**src/rtl/divu_hilo_unit_if.sv**
```systemverilog
// divu_hilo_unit_if: EX-stage bundle between the ALU decode/hazard logic and the HI/LO divide unit.
// Latency: none, wires only.
// Backpressure: stall flows back to the pipeline; master drives the op, slave returns result/status.
interface divu_hilo_unit_if #(
  parameter int WIDTH = 32
);
  logic [3:0]       ALUOperation;
  logic             op_valid;
  logic [WIDTH-1:0] src_a;
  logic [WIDTH-1:0] src_b;
  logic [WIDTH-1:0] result;
  logic             busy;
  logic             done;
  logic             stall;
  logic             div_zero;

  modport master (
    output ALUOperation, op_valid, src_a, src_b,
    input  result, busy, done, stall, div_zero
  );

  modport slave (
    input  ALUOperation, op_valid, src_a, src_b,
    output result, busy, done, stall, div_zero
  );
endinterface

```
**src/rtl/divu_hilo_unit.sv**
```systemverilog
// divu_hilo_unit: owns HI/LO, runs a radix-2 restoring unsigned divider (divu), serves mfhi/mflo.
// Latency: divu done in cycle WIDTH+1 after accept (cycle 1 for src_b==0, or for src_b>src_a with DIVU_EARLY_OUT_EN); reads are combinational.
// Backpressure: while busy, divu/mfhi/mflo raise stall and must be re-presented; other ops pass through. Optional macro: DIVU_EARLY_OUT_EN.
module divu_hilo_unit #(
  parameter int WIDTH = 32,
  parameter int CNT_W = 6
) (
  input  logic            clk,
  input  logic            rst_n,
  divu_hilo_unit_if.slave bus
);

  localparam logic [1:0] ST_IDLE = 2'd0;
  localparam logic [1:0] ST_RUN  = 2'd1;
  localparam logic [1:0] ST_FIN  = 2'd2;

  localparam logic [3:0] OP_DIVU = 4'b0100;
  localparam logic [3:0] OP_MFHI = 4'b1000;
  localparam logic [3:0] OP_MFLO = 4'b1001;

  logic [1:0]       state;
  logic [WIDTH-1:0] hi;
  logic [WIDTH-1:0] lo;
  logic [WIDTH-1:0] quo;
  logic [WIDTH-1:0] dvs;
  logic [WIDTH:0]   rem;
  logic [CNT_W-1:0] cnt;
  logic             div_zero_q;

  logic             is_divu;
  logic             is_hilo_op;
  logic             busy_w;
  logic             stall_w;
  logic             early_out;
  logic [WIDTH+1:0] rem_sh;
  logic [WIDTH+1:0] trial;
  logic [WIDTH-1:0] quo_sh;

  assign is_divu    = bus.op_valid && (bus.ALUOperation == OP_DIVU);
  assign is_hilo_op = (bus.ALUOperation == OP_DIVU) ||
                      (bus.ALUOperation == OP_MFHI) ||
                      (bus.ALUOperation == OP_MFLO);
  assign busy_w     = (state == ST_RUN) || (state == ST_FIN);
  assign stall_w    = bus.op_valid && busy_w && is_hilo_op;

`ifdef DIVU_EARLY_OUT_EN
  // Quotient is trivially zero when the divisor exceeds the dividend.
  assign early_out = (bus.src_b > bus.src_a);
`else
  assign early_out = 1'b0;
`endif

  // One restoring step: shift {rem,quo} left, trial-subtract the divisor; the
  // sign bit of the trial decides both the new remainder and the quotient bit.
  assign rem_sh = {rem, quo[WIDTH-1]};
  assign trial  = rem_sh - {2'b00, dvs};
  assign quo_sh = {quo[WIDTH-2:0], ~trial[WIDTH+1]};

  // HI/LO readback is gated by stall so a read during FIN returns the fresh value next cycle.
  always_comb begin
    bus.result = '0;
    if (bus.op_valid && !stall_w) begin
      if (bus.ALUOperation == OP_MFHI) begin
        bus.result = hi;
      end else if (bus.ALUOperation == OP_MFLO) begin
        bus.result = lo;
      end
    end
  end

  assign bus.busy     = busy_w;
  assign bus.stall    = stall_w;
  assign bus.done     = (state == ST_FIN);
  assign bus.div_zero = div_zero_q;

  // Divider FSM and HI/LO update; HI/LO are only written on the FIN cycle.
  always_ff @(posedge clk or negedge rst_n) begin
    if (!rst_n) begin
      state      <= ST_IDLE;
      hi         <= '0;
      lo         <= '0;
      quo        <= '0;
      dvs        <= '0;
      rem        <= '0;
      cnt        <= '0;
      div_zero_q <= 1'b0;
    end else begin
      case (state)
        ST_IDLE: begin
          if (is_divu) begin
            if (bus.src_b == '0) begin
              // Divide by zero: skip iterations, publish all-ones quotient and the dividend.
              quo        <= '1;
              rem        <= {1'b0, bus.src_a};
              div_zero_q <= 1'b1;
              state      <= ST_FIN;
            end else if (early_out) begin
              quo   <= '0;
              rem   <= {1'b0, bus.src_a};
              state <= ST_FIN;
            end else begin
              quo   <= bus.src_a;
              dvs   <= bus.src_b;
              rem   <= '0;
              cnt   <= '0;
              state <= ST_RUN;
            end
          end
        end
        ST_RUN: begin
          rem <= trial[WIDTH+1] ? rem_sh[WIDTH:0] : trial[WIDTH:0];
          quo <= quo_sh;
          cnt <= cnt + 1'b1;
          if (cnt == CNT_W'(WIDTH - 1)) begin
            state <= ST_FIN;
          end
        end
        ST_FIN: begin
          lo    <= quo;
          hi    <= rem[WIDTH-1:0];
          state <= ST_IDLE;
        end
        default: begin
          state <= ST_IDLE;
        end
      endcase
    end
  end

endmodule

```
**src/flat_wrapper.sv**
```systemverilog
// flat-port wrapper written by rule: the top's interface ports become plain ports
module divu_hilo_unit_flat 
#(
  parameter int WIDTH = 32,
  parameter int CNT_W = 6
)
  (clk, rst_n, bus_ALUOperation, bus_op_valid, bus_src_a, bus_src_b, bus_result, bus_busy, bus_done, bus_stall, bus_div_zero);
  divu_hilo_unit_if #(.WIDTH(WIDTH)) bus_i ();
  input  logic clk;
  input  logic rst_n;
  input wire logic [$bits(bus_i.ALUOperation)-1:0] bus_ALUOperation;
  input wire logic [$bits(bus_i.op_valid)-1:0] bus_op_valid;
  input wire logic [$bits(bus_i.src_a)-1:0] bus_src_a;
  input wire logic [$bits(bus_i.src_b)-1:0] bus_src_b;
  output wire logic [$bits(bus_i.result)-1:0] bus_result;
  output wire logic [$bits(bus_i.busy)-1:0] bus_busy;
  output wire logic [$bits(bus_i.done)-1:0] bus_done;
  output wire logic [$bits(bus_i.stall)-1:0] bus_stall;
  output wire logic [$bits(bus_i.div_zero)-1:0] bus_div_zero;
  assign bus_i.ALUOperation = bus_ALUOperation;
  assign bus_i.op_valid = bus_op_valid;
  assign bus_i.src_a = bus_src_a;
  assign bus_i.src_b = bus_src_b;
  assign bus_result = bus_i.result;
  assign bus_busy = bus_i.busy;
  assign bus_done = bus_i.done;
  assign bus_stall = bus_i.stall;
  assign bus_div_zero = bus_i.div_zero;
  divu_hilo_unit #(.WIDTH(WIDTH), .CNT_W(CNT_W)) u_core (.clk(clk), .rst_n(rst_n), .bus(bus_i));
endmodule
```
**config.mk**
```make
export PLATFORM = sky130hd
export DESIGN_NAME = divu_hilo_unit_flat
export DESIGN_NICKNAME = d
export VERILOG_FILES = /design/src/rtl/divu_hilo_unit_if.sv /design/src/rtl/divu_hilo_unit.sv /design/src/flat_wrapper.sv
export SDC_FILE = /design/constraint.sdc
export NUM_CORES = 1
export LEC_CHECK = 0
export ABC_AREA = 1
export CAP_MARGIN = 20
export CORE_ASPECT_RATIO = 1.5
export CORE_MARGIN = 2
export CORE_UTILIZATION = 25
export CTS_BUF_LIST = sky130_fd_sc_hd__clkbuf_4
export CTS_CLUSTER_DIAMETER = 150
export DETAILED_ROUTE_END_ITERATION = 10
export DONT_BUFFER_PORTS = 1
export GPL_ROUTABILITY_DRIVEN = 0
export GPL_TIMING_DRIVEN = 0
export PLACE_DENSITY_LB_ADDON = 0.1
export SYNTH_ARGS = -nofsm -noshare
export SYNTH_HDL_FRONTEND = slang
export SYNTH_SLANG_ARGS = --single-unit
```
**constraint.sdc**
```tcl
create_clock -name clk -period 6.4 [get_ports clk]
set_input_delay 0.64 -clock clk [delete_from_list [all_inputs] [get_ports clk]]
set_output_delay 0.64 -clock clk [all_outputs]
set_load 0.01 [all_outputs]
```
==> results.txt, run 1 <==
* Area enclosed by the die boundary: 47,500 sq um
- The number of placed instances, taps included, is 2,266.
- Endpoints failing hold: 0
- Max capacitance violation total: 0
- Boundary pin count: 107
- The count of final max-slew check failures came to 0.
* Highest-count cells in the layout ignoring fill and taps: sky130_fd_sc_hd__inv_1, sky130_fd_sc_hd__nand2_1, sky130_fd_sc_hd__dfrtp_1
* Syn_area_per_cell: 6.78 sq um
* CTS sink count: 170
- Vias: 9,965
- At the worst endpoint, the required time is 5760 ps.
- The run finished with clean final reports.
- Internal power comes to 3.01 mW.
- Summed over all instances, the cell type with the most area after synthesis is sky130_fd_sc_hd__dfrtp_1.
* PnR Total Power: 6.34 mW
- # DRC: 0
- Endpoint of the most critical register-to-register path: u_core.rem[32]$_DFFE_PN0P_
- Entering global routing, the biggest net connects 171 pins.
* Sw Pwr: 3.33 mW
* Critical-path maximum fanout: 10
- Synthesis-to-finish area growth: 9.14%
- Switching part of the total: 0.525
- Across every metal layer, demand over resource in global routing totals 0.168.
* Worst-path clk slew: 140 ps
* Worst Hold Endpoint: u_core.dvs[7]$_DFFE_PN0P_
- TritonCTS built the clock tree.
- The cell sitting at the root of the clock tree is a sky130_fd_sc_hd__clkbuf_4.
- Worst Tran Pin Value: 1270 ps
* Post-synthesis instance area: 11,400 sq um
- Setup tns final: 0 ps
- Number of global-route vias before repair: 10,500
* Synthesis Warnings: 0
- Cell count after synthesis: 1,684
- Depth of the worst hold-timing path: 2
- The share of total power dissipated in the clock network is 0.105.
- In this run the power density over the cells is 509 nW/um^2.
* Area share of the largest cell type after synthesis: 0.372
- The number of nets in the synthesized netlist is 1,792.
- The startpoint identified for the worst hold timing path is bus_src_b[7].
* Post-synthesis sequential area ratio: 0.372
* Kind of end point of the critical path: output pin
- Launch instance of the worst register-to-register path: u_core.quo[31]$_DFFE_PN0P_
- The first routing iteration left 450 violations.
* H-Tree Level Count: 4
* Vias per cell: 4.33
- The worst setup path is of the reg2out kind.
- Part of the total power dissipated in sequential elements: 0.295
* Count of port buffers added during placement: 0
- Most frequent cell on the critical path: sky130_fd_sc_hd__nand2_1
- Most common cell after layout, fill and taps aside: sky130_fd_sc_hd__inv_1
- The floorplan step defined a core boundary enclosing 44,900 sq um.
- Per-cell routed wire length: 16.8 microns
* Max Freq: 0.325 GHz
* Antenna violations before repair: 1
* Floorplan die width: 179 microns
- Final wirelength: 38.6 mm
- DR pass1 iterations: 5
* Buffers and inverters on the worst path: 2
* Post-CTS Resized: 0
* Cell area after placement: 12,200 sq um
- Maximum VDD drop: 0.120 mV
- For this run, the post-layout net count is 1,813.
- Detailed placement finished with a half-perimeter wire length of 31.9 mm.
- In the final layout, the share of cells above drive strength 1 is 0.0758.
* CP top delay family: buffers and inverters
- With fillers left out, the area of the finished cells amounts to 12,500 sq um.
- Die H: 266 microns
- The clock arrives with 22.5 ps of skew.
- Final worst path period need: 3080 ps
* Worst relative slew slack: 0.155
* Register-to-register path setup slack: 3540 ps
* Worst reg2reg path depth: 17
* Startpoint type of the worst setup path: flop
- The first global-routing pass estimated 60.3 mm of wire.
* Worst min-delay path category: in2reg
- In this run, synthesis produced a sequential element count of 170.
- Setup repair after global routing left no endpoint under its margin.
- CTS buffer count: 17
- Global routing finished with a remaining overflow of 0.
- At the worst endpoint, the arrival time is 2440 ps.
* Total setup violations reported at the end of the flow: 0
- The floorplan has 95 rows.
- Yosys attributes the largest share of cell area to sky130_fd_sc_hd__dfrtp_1, sky130_fd_sc_hd__inv_1, sky130_fd_sc_hd__nand2_1, sky130_fd_sc_hd__o21ai_0, sky130_fd_sc_hd__nor2_1.
- The finished layout holds 2,300 standard cells, fillers aside.
- Of the available clock period, the critical path in the final layout requires 0.481.
- Final core utilization: 0.277
- Once detail routing completed, the nets flagged for antenna violations numbered 0.
- Deepest clock path buffer count: 2
- Clk_lat worst skew: 640 ps
* Crit-path max cell delay: 440 ps
- Master of the slowest instance on the critical path: sky130_fd_sc_hd__clkbuf_1
- Static leakage: 6.26 nW
- The share of total power dissipated in combinational logic is 0.600.
- The initial utilization of the core area, before any placement, comes to 0.254.
- Count of different cell masters after synthesis: 43
- CP Cell Sequence: inv_1, ha_1, nand2_1, nand2_1, clkbuf_1, nor2_1
==> routing by layer <==
layer / track usage / vias to the layer above / part of all wire
met5: 0 / - / 0
met4: 0.0519 / 0 / 0.021
met3: 0.0215 / 34 / 0.024
met2: 0.321 / 131 / 0.54
met1: 0.191 / 4548 / 0.42
li1: - / 5252 / -
==> Yosys cell counts, drive strengths merged <==
cell and n:
nand3b 3, a21oi 120, clkinv 1, o211ai 1, xor2 12, and2 1
nand2 400, fa 1, nand4 16, o21ai 170, buf 17, a41oi 1
dfrtp 170, o22ai 33, nor3 11, ha 36, nor2 132, inv 391
nand3 103, or2 3, a31oi 3, clkbuf 50, xnor2 7, o21bai 2
==> cell type report <==
type,count,area (sq um)
multi-input combinational,1055,5390
antenna,2,5.00
tap,582,728
buffer,67,305
inverter,392,1470
timing repair buffer,2,37.5
clock buffer,17,128
sequential,170,4250
clock inverter,13,145
fill,5176,32500
==> kinds of logic after synthesis <==
family | Yosys count | share of synthesized area
XOR/XNOR | 19 | 0.0146
adder cells (fa/ha/maj) | 37 | 0.0412
buffers and inverters | 459 | 0.156
AND/OR/NAND/NOR | 669 | 0.258
AO/OA/AOI/OAI | 330 | 0.159
flip-flops | 170 | 0.372
==> registers in the layout, indices dropped and copies added (netlist names) <==
| name | flops |
|---|---|
| u_core.bus.div_zero | 1 |
| u_core.cnt | 6 |
| u_core.dvs | 32 |
| u_core.hi | 32 |
| u_core.lo | 32 |
| u_core.quo | 32 |
| u_core.rem | 33 |
| u_core.state | 2 |
==> stage by stage <==
step / hold slack, ps / worst slack, ps
floorplan: 344 / 4150
detailed placement: 353 / 3000
CTS: 26.7 / 3200
global placement: 355 / 3040
finish: 170 / 3320
global route: 130 / 3090
==> power by group through the flow <==
stage	clock, mW	combinational [mW]	sequential (mW)
2_1_floorplan	0	2.89	1.73
3_3_place_gp	0	3.83	1.90
3_5_place_dp	0	3.85	1.90
4_1_cts	0.700	3.89	1.87
5_1_grt	0.730	4.41	1.93
6_report	0.663	3.81	1.87
==> how the worst max path moves through the flow <==
stage	start	end	cells past startpoint
floorplan	bus_ALUOperation[3]	bus_result[10]	8
global placement	bus_src_b[11]	u_core.dvs[5]$_DFFE_PN0P_	10
detailed placement	bus_src_b[11]	u_core.dvs[9]$_DFFE_PN0P_	10
CTS	u_core.state[1]$_DFFE_PN0P_	bus_result[1]	6
global route	u_core.state[1]$_DFFE_PN0P_	bus_result[1]	6
finish	u_core.state[1]$_DFFE_PN0P_	bus_result[1]	6
==> what timing repair did <==
| action | in CTS | in global routing |
|---|---|---|
| endpoints found under the hold margin | 170 | 19 |
| setup buffers | 0 | 0 |
| hold buffers | 1 | 1 |
(Power assumes the default switching activity.)
==> run 2: changes to the inputs <==
Clock period 6.4 ns to 3.05 ns, I/O delays scaled along.
==> run 2 against run 1 <==
Cell count rose by 2.7%; largest cell class unchanged; sequential share of layout area fell by 1.6 points; power rose by 110%; global-route usage rose by 0.14 points; core utilization rose by 1.3 points; the flow now finishes with violations (negative hold slack); clock power rose by 110%; via count rose by 2.5%.
==> results.txt, run 2 (synthesis results as in run 1) <==
* Antenna violations before repair: 1
- Buffers and inverters on the worst path: 2
- CP Cell Sequence: inv_1, ha_1, fa_1, inv_1, nand3_1, nand3_1, nand2_1, nand3_1, nand3_1, nand2_1, nand2_1, nand2_1, nand2_1, nand2_1, nand2_1, o211ai_1, nand2_1
- Master of the slowest instance on the critical path: sky130_fd_sc_hd__dfrtp_2
- The worst register-to-register path ends at u_core.rem[32]$_DFFE_PN0P_.
- CTS Root Cell: sky130_fd_sc_hd__clkbuf_4
- Startpoint type of the worst setup path: flop
* Unrepaired setup endpoints after global routing: false
- The die is 266 microns tall.
- The floorplan step set the die width to 179 microns.
* Kind of end point of the critical path: flop
* TritonCTS clock tree: done
- Number of global-route vias before repair: 10,700
- Synthesis-to-finish area growth: 14.4%
- After global routing, the most crowded layer is met2.
- The first global-routing pass estimated 60.9 mm of wire.
- Final count of pins violating max slew: 0
* Met3 capacity usage during global routing: 0.0186
* Worst relative slew slack: 0.511
- Static timing analysis puts the maximum clock frequency at 0.357 GHz.
- TritonCTS created 17 clock buffers.
- On the final layout, the worst clock skew is 24.4 ps.
- Per-cell routed wire length: 16.5 microns
- Violated checks: negative hold slack
- Multi-input logic area: 5390 sq um
* Fill count: 5,141
* Critical-path maximum fanout: 4
- Outcome: finished with violations
- Core outline area: 44,900 sq um
* Deepest clock path buffer count: 2
- Maximum VDD drop: 0.252 mV
- Max-cap violations in this run came to 0.
- Clk_lat worst skew: 640 ps
* Initial standard-cell utilization of the core: 0.254
* Area enclosed by the die boundary: 47,500 sq um
- Pin placement for this block handled 107 I/O pins.
* Worst-path clk slew: 150 ps
* Detail Placement HPWL: 31.9 mm
* Power density normalized to cell area: 1020 nW/um^2
- In the final design database the tool counted 1,875 nets.
- The detailed router placed 10,200 vias in this run.
- After the first detailed-routing iteration, the DRC count stood at 417.
- Crit-path max cell delay: 470 ps
- The critical path is of the reg2reg type.
- Worst min-delay path category: in2async
- Met1 Track Usage GR: 0.194
- Final period util: 0.918
- The worst path needs 2800 ps of the cycle, external delays included.
* Setup tns final: 0 ps
- Count of hold buffers inserted by post-cts repair: 64
* Floorplan row count: 95
* Required time worst endpoint: 3570 ps
- Setup fix buffers added after clock tree synthesis: 0
- Highest-count cells in the layout ignoring fill and taps: sky130_fd_sc_hd__inv_1, sky130_fd_sc_hd__nand2_1, sky130_fd_sc_hd__dfrtp_1
- Fraction of layout instances using a drive strength above 1: 0.0731
- Worst reg2reg path depth: 17
- Most common cell after layout, fill and taps aside: sky130_fd_sc_hd__inv_1
- Endpoints failing hold: 170
- Worst Tran Pin Value: 733 ps
- Registers take 4260 sq um.
* Pin count of the biggest net entering global routing: 171
- Among cell families on the critical path, the largest total delay comes from simple AND/OR/NAND/NOR gates.
- Total setup violations reported at the end of the flow: 0
* Most frequent cell on the critical path: sky130_fd_sc_hd__nand2_1
- Worst Hold Margin: -640 ps
- Number of flip-flops in the largest register: 33
- Launching instance or port of the critical path: u_core.quo[31]$_DFFE_PN0P_
* Count of port buffers added during placement: 0
* # DRC: 0
- The first TritonRoute pass finished after 5 iterations.
* GR Overflow Total: 0
- CTS sink count: 170
- Static leakage: 6.50 nW
* Antenna-violating nets left: 0
* WP data arrival: 3320 ps
- Dividing the detail-routed via count by the number of cells gives 4.32.
- The register with the most flip-flops in the final layout is u_core.rem.
* Launch instance of the worst register-to-register path: u_core.quo[31]$_DFFE_PN0P_
- The worst register-to-register path has a setup slack of 250 ps.
* Overall fraction of global-route tracks in use: 0.170
* Met2 routing resource usage after global routing: 0.322
* Final wirelength: 39.1 mm
- H-Tree Level Count: 4
-- run 2: cell types whose count changed in the layout (fill, tap and decap cells not counted) --
cell / previous run / this run
sky130_fd_sc_hd__dlygate4sd3_1: 1 / 64
sky130_fd_sc_hd__dfrtp_1: 170 / 169
sky130_fd_sc_hd__buf_16: 1 / 0
sky130_fd_sc_hd__dfrtp_2: 0 / 1
-- run 2: worst reg2reg max path, delay by kind of cell, from the launching register on --
kind / cells / cell delay, ps
simple gates: 12 / 1270
fa+ha+maj: 2 / 640
flops: 1 / 470
buf+inv: 2 / 260
compound gates: 1 / 70
-- run 2: where the power goes --
part           internal [mW]  total (mW)  leakage, nW  switching (mW)
logic                   2.71        8.00         4.23            5.29
clock network          0.489        1.39        0.142           0.902
registers               3.17        3.93         2.13           0.756
-- run 2: how the worst max path moves through the flow --
stage                            endpoint  slack (ps)  depth (start not counted)
2_1_floorplan  u_core.rem[32]$_DFFE_PN0P_         980                         17
3_3_place_gp    u_core.dvs[5]$_DFFE_PN0P_          30                         10
3_5_place_dp    u_core.dvs[9]$_DFFE_PN0P_         -10                         10
4_1_cts        u_core.rem[32]$_DFFE_PN0P_          90                         17
5_1_grt        u_core.rem[32]$_DFFE_PN0P_          20                         17
6_report       u_core.rem[32]$_DFFE_PN0P_         250                         17
-- run 2: per-layer routing --
metal / vias to the layer above / share of wire
li1: 5378 / -
met1: 4656 / 0.42
met2: 139 / 0.53
met3: 40 / 0.020
met4: 0 / 0.024
met5: - / 0
-- run 2: stage by stage --
| step | util | power, mW | instance area [sq um] | setup slack [ps] | instances |
|---|---|---|---|---|---|
| 3_5_place_dp | 0.270 | 12.1 | 12200 | -12.0 | 2266 |
| 3_3_place_gp | 0.270 | 12.0 | 12200 | 27.5 | 2266 |
| 2_1_floorplan | - | 9.71 | 11400 | 977 | 1684 |
| 6_report | 0.291 | 13.3 | 13100 | 250 | 2362 |
| 5_1_grt | 0.291 | 14.8 | 13100 | 15.1 | 2361 |
| 4_1_cts | 0.291 | 13.6 | 13100 | 87.0 | 2360 |
-- run 2: layout make-up --
| class | count | area share |
|---|---|---|
| well taps | 582 | 0.0557 |
| flip-flops and latches | 170 | 0.326 |
| clock inverters | 13 | 0.0111 |
| inverters | 392 | 0.113 |
| diodes | 2 | 0.000383 |
| clock buffers | 17 | 0.00976 |
| multi-input cells | 1055 | 0.413 |
| repair buffers | 64 | 0.0490 |
| plain buffers | 67 | 0.0234 |
-- run 2: what timing repair did --
action	CTS	global route
setup endpoints to repair	0	1
endpoints found under the hold margin	248	170
resized for setup	0	1
==> run 3: changes to the inputs <==
Settings changed: CORE_ASPECT_RATIO 1.5 to default, CORE_UTILIZATION 25 to 57.
==> run 3 against run 2 <==
The run still ends with negative hold slack left; clock skew rose by 6.1 ps; power fell by 1.4%; register-to-register slack improved by 120 ps; wire length fell by 19%; sequential share of layout area rose by 1.6 points; via count rose by 5.3%; global-route usage rose by 13 points; die area fell by 55%; maximum frequency rose by 4.6%; largest cell class unchanged; largest power group unchanged.
==> results.txt, run 3 (synthesis results as in run 1) <==
- Maximum VDD drop: 0.515 mV
- Critical-path maximum fanout: 4
- Across the run, the number of max-cap violations was 0.
- The worst setup path is launched from a flop.
- The tree is rooted in a sky130_fd_sc_hd__clkbuf_4.
- The first global-routing pass estimated 50.5 mm of wire.
* Pin count of the biggest net entering global routing: 171
* Worst Tran Pin Value: 571 ps
- Summed over all nets, the switching power comes to 6.83 mW.
- Boundary pin count: 107
* Die H: 146 microns
- The slowest stage of the critical path is the sky130_fd_sc_hd__dfrtp_1 cell.
- Of the total power, the clock network draws 0.105.
- Dividing the final minimum period by the clock period gives 0.878.
- Outcome: finished with violations
* Final worst path period need: 2680 ps
* Endpoints failing hold: 170
- The clock net in this run drives a total of 170 sinks.
- After floorplanning, the core was divided into 51 placement rows.
- The detail route stage leaves a number of antenna-violating nets equal to 0.
- Kind of end point of the critical path: flop
- For this design the static power due to leakage is 6.41 nW.
* Clk_lat worst skew: 600 ps
- Derived from the worst setup path, the maximum achievable clock frequency is 0.374 GHz.
- Internal Dissipation: 6.31 mW
* Worst-path clk slew: 170 ps
- The die is 146 microns wide.
* Switching part of the total: 0.520
* Setup fix buffers added after clock tree synthesis: 0
- STA puts the critical path data required time at 3540 ps.
* CP Cell Sequence: inv_1, ha_1, fa_1, inv_1, nand3_1, nand3_1, nand2_1, nand3_1, nand3_1, nand2_1, nand2_1, nand2_1, nand2_1, nand2_1, nand2_1, o211ai_1, nand2_1
- Relative to the synthesized area, the layout overhead comes to 9.17%.
* CTS buffer count: 17
- The final reports fail on negative hold slack.
* Per-cell routed wire length: 15.6 microns
- Vias: 10,800
- Fraction of layout instances using a drive strength above 1: 0.0751
* GR Overflow Total: 0
* Multi-input logic area: 5390 sq um
* Area enclosed by the die boundary: 21,200 sq um
* Number of flip-flops in the largest register: 33
* Crit-path max cell delay: 440 ps
* Logic pwr share: 0.596
- In the routed layout, each cell is associated on average with a via count of 5.31.
* Worst Hold Margin: -629 ps
- Once detailed placement completed, the half-perimeter wirelength came to 24.7 mm.
* Post-CTS Resized: 0
- The number of global-route vias before repair was 10,100.
* Most frequent cell on the critical path: sky130_fd_sc_hd__nand2_1
* Part of the total power dissipated in sequential elements: 0.299
- Overall fraction of global-route tracks in use: 0.299
- After routing, the total negative slack on setup checks comes to 0 ps.
* Core outline area: 19,600 sq um
- For this run, design rule violations remaining after detail routing come to 0.
* Flip-flop and latch area: 4250 sq um
- Initial standard-cell utilization of the core: 0.583
* Unrepaired setup endpoints after global routing: false
- H-Tree Level Count: 4
* Total setup violations reported at the end of the flow: 0
* Clock skew after layout: 30.5 ps
- Fill count: 1,912
- Violation count after the first detailed-routing iteration: 835
* Worst setup path category: reg2reg
- Layout Nets: 1,853
- Worst min-delay path category: in2async
- The longest clock path from root to sink contains 2 buffers.
- Worst relative slew slack: 0.619
* TritonCTS clock tree: done
- After clock tree synthesis, the flow added hold-fix buffers numbering 42.
* Count of port buffers added during placement: 0
- Measured on the finished design, the core utilization comes to 0.637.
- WP data arrival: 3160 ps
- The count of final max-slew check failures is 0.
* Final wirelength: 31.5 mm
* Antenna violations before repair: 1
- The first TritonRoute pass finished after 6 iterations.
* Most common cell after layout, fill and taps aside: sky130_fd_sc_hd__inv_1
- More flip-flops sit in one register than any other, and that register is u_core.rem.
* Highest-count cells in the layout ignoring fill and taps: sky130_fd_sc_hd__inv_1, sky130_fd_sc_hd__nand2_1, sky130_fd_sc_hd__dfrtp_1
- Power density normalized to cell area: 1050 nW/um^2
==> run 3: worst paths after layout <==
path	startpoint	to	slack [ps]	cells past startpoint
worst max-delay path	u_core.quo[31]$_DFFE_PN0P_	u_core.rem[32]$_DFFE_PN0P_	370	17
worst min-delay path	rst_n	u_core.dvs[9]$_DFFE_PN0P_	-630	0
worst max register to register	u_core.quo[31]$_DFFE_PN0P_	u_core.rem[32]$_DFFE_PN0P_	370	17
worst min register to register	u_core.dvs[3]$_DFFE_PN0P_	u_core.dvs[3]$_DFFE_PN0P_	500	2
max in group asynchronous	rst_n	u_core.quo[25]$_DFFE_PN0P_	3430	0
min in group clk	bus_src_a[2]	u_core.rem[2]$_DFFE_PN0P_	30	4
==> run 3: final cells by class <==
cell class	count	share of cell area
inverters	392	0.118
diodes	1	0.000201
flip-flops and latches	170	0.341
clock buffers	18	0.0108
multi-input cells	1055	0.432
repair buffers	42	0.0337
well taps	265	0.0266
clock inverters	14	0.0126
plain buffers	67	0.0245
==> run 3: power by group through the flow <==
| stage | logic, mW | clock network, mW | registers, mW |
|---|---|---|---|
| CTS | 7.77 | 1.39 | 3.92 |
| detailed placement | 7.69 | 0 | 3.97 |
| global placement | 7.53 | 0 | 3.95 |
| global route | 8.90 | 1.48 | 4.01 |
| finish | 7.83 | 1.37 | 3.93 |
| floorplan | 6.07 | 0 | 3.64 |
==> run 3: routing by layer <==
| layer | up-vias | GRT usage | part of all wire |
|---|---|---|---|
| met5 | - | 0 | 0 |
| met4 | 0 | 0.0931 | 0.026 |
| met3 | 49 | 0.0530 | 0.062 |
| met2 | 364 | 0.495 | 0.47 |
| met1 | 5027 | 0.402 | 0.45 |
| li1 | 5313 | - | - |
==> run 3: worst max-delay path, delay by kind of cell (launching register included) <==
family	cells	cell delay, ps
buffers and inverters	2	230
AO/OA/AOI/OAI	1	70
AND/OR/NAND/NOR	12	1210
flip-flops	1	440
adder cells (fa/ha/maj)	2	640
==> run 3: stage by stage <==
stage	std cells	worst slack (ps)	power, mW	cell area, sq um
after floorplan	1684	977	9.71	11400
after global placement	1949	472	11.5	11800
after detailed placement	1949	490	11.7	11800
after CTS	2023	407	13.1	12500
after global routing	2024	220	14.4	12500
final	2024	373	13.1	12500
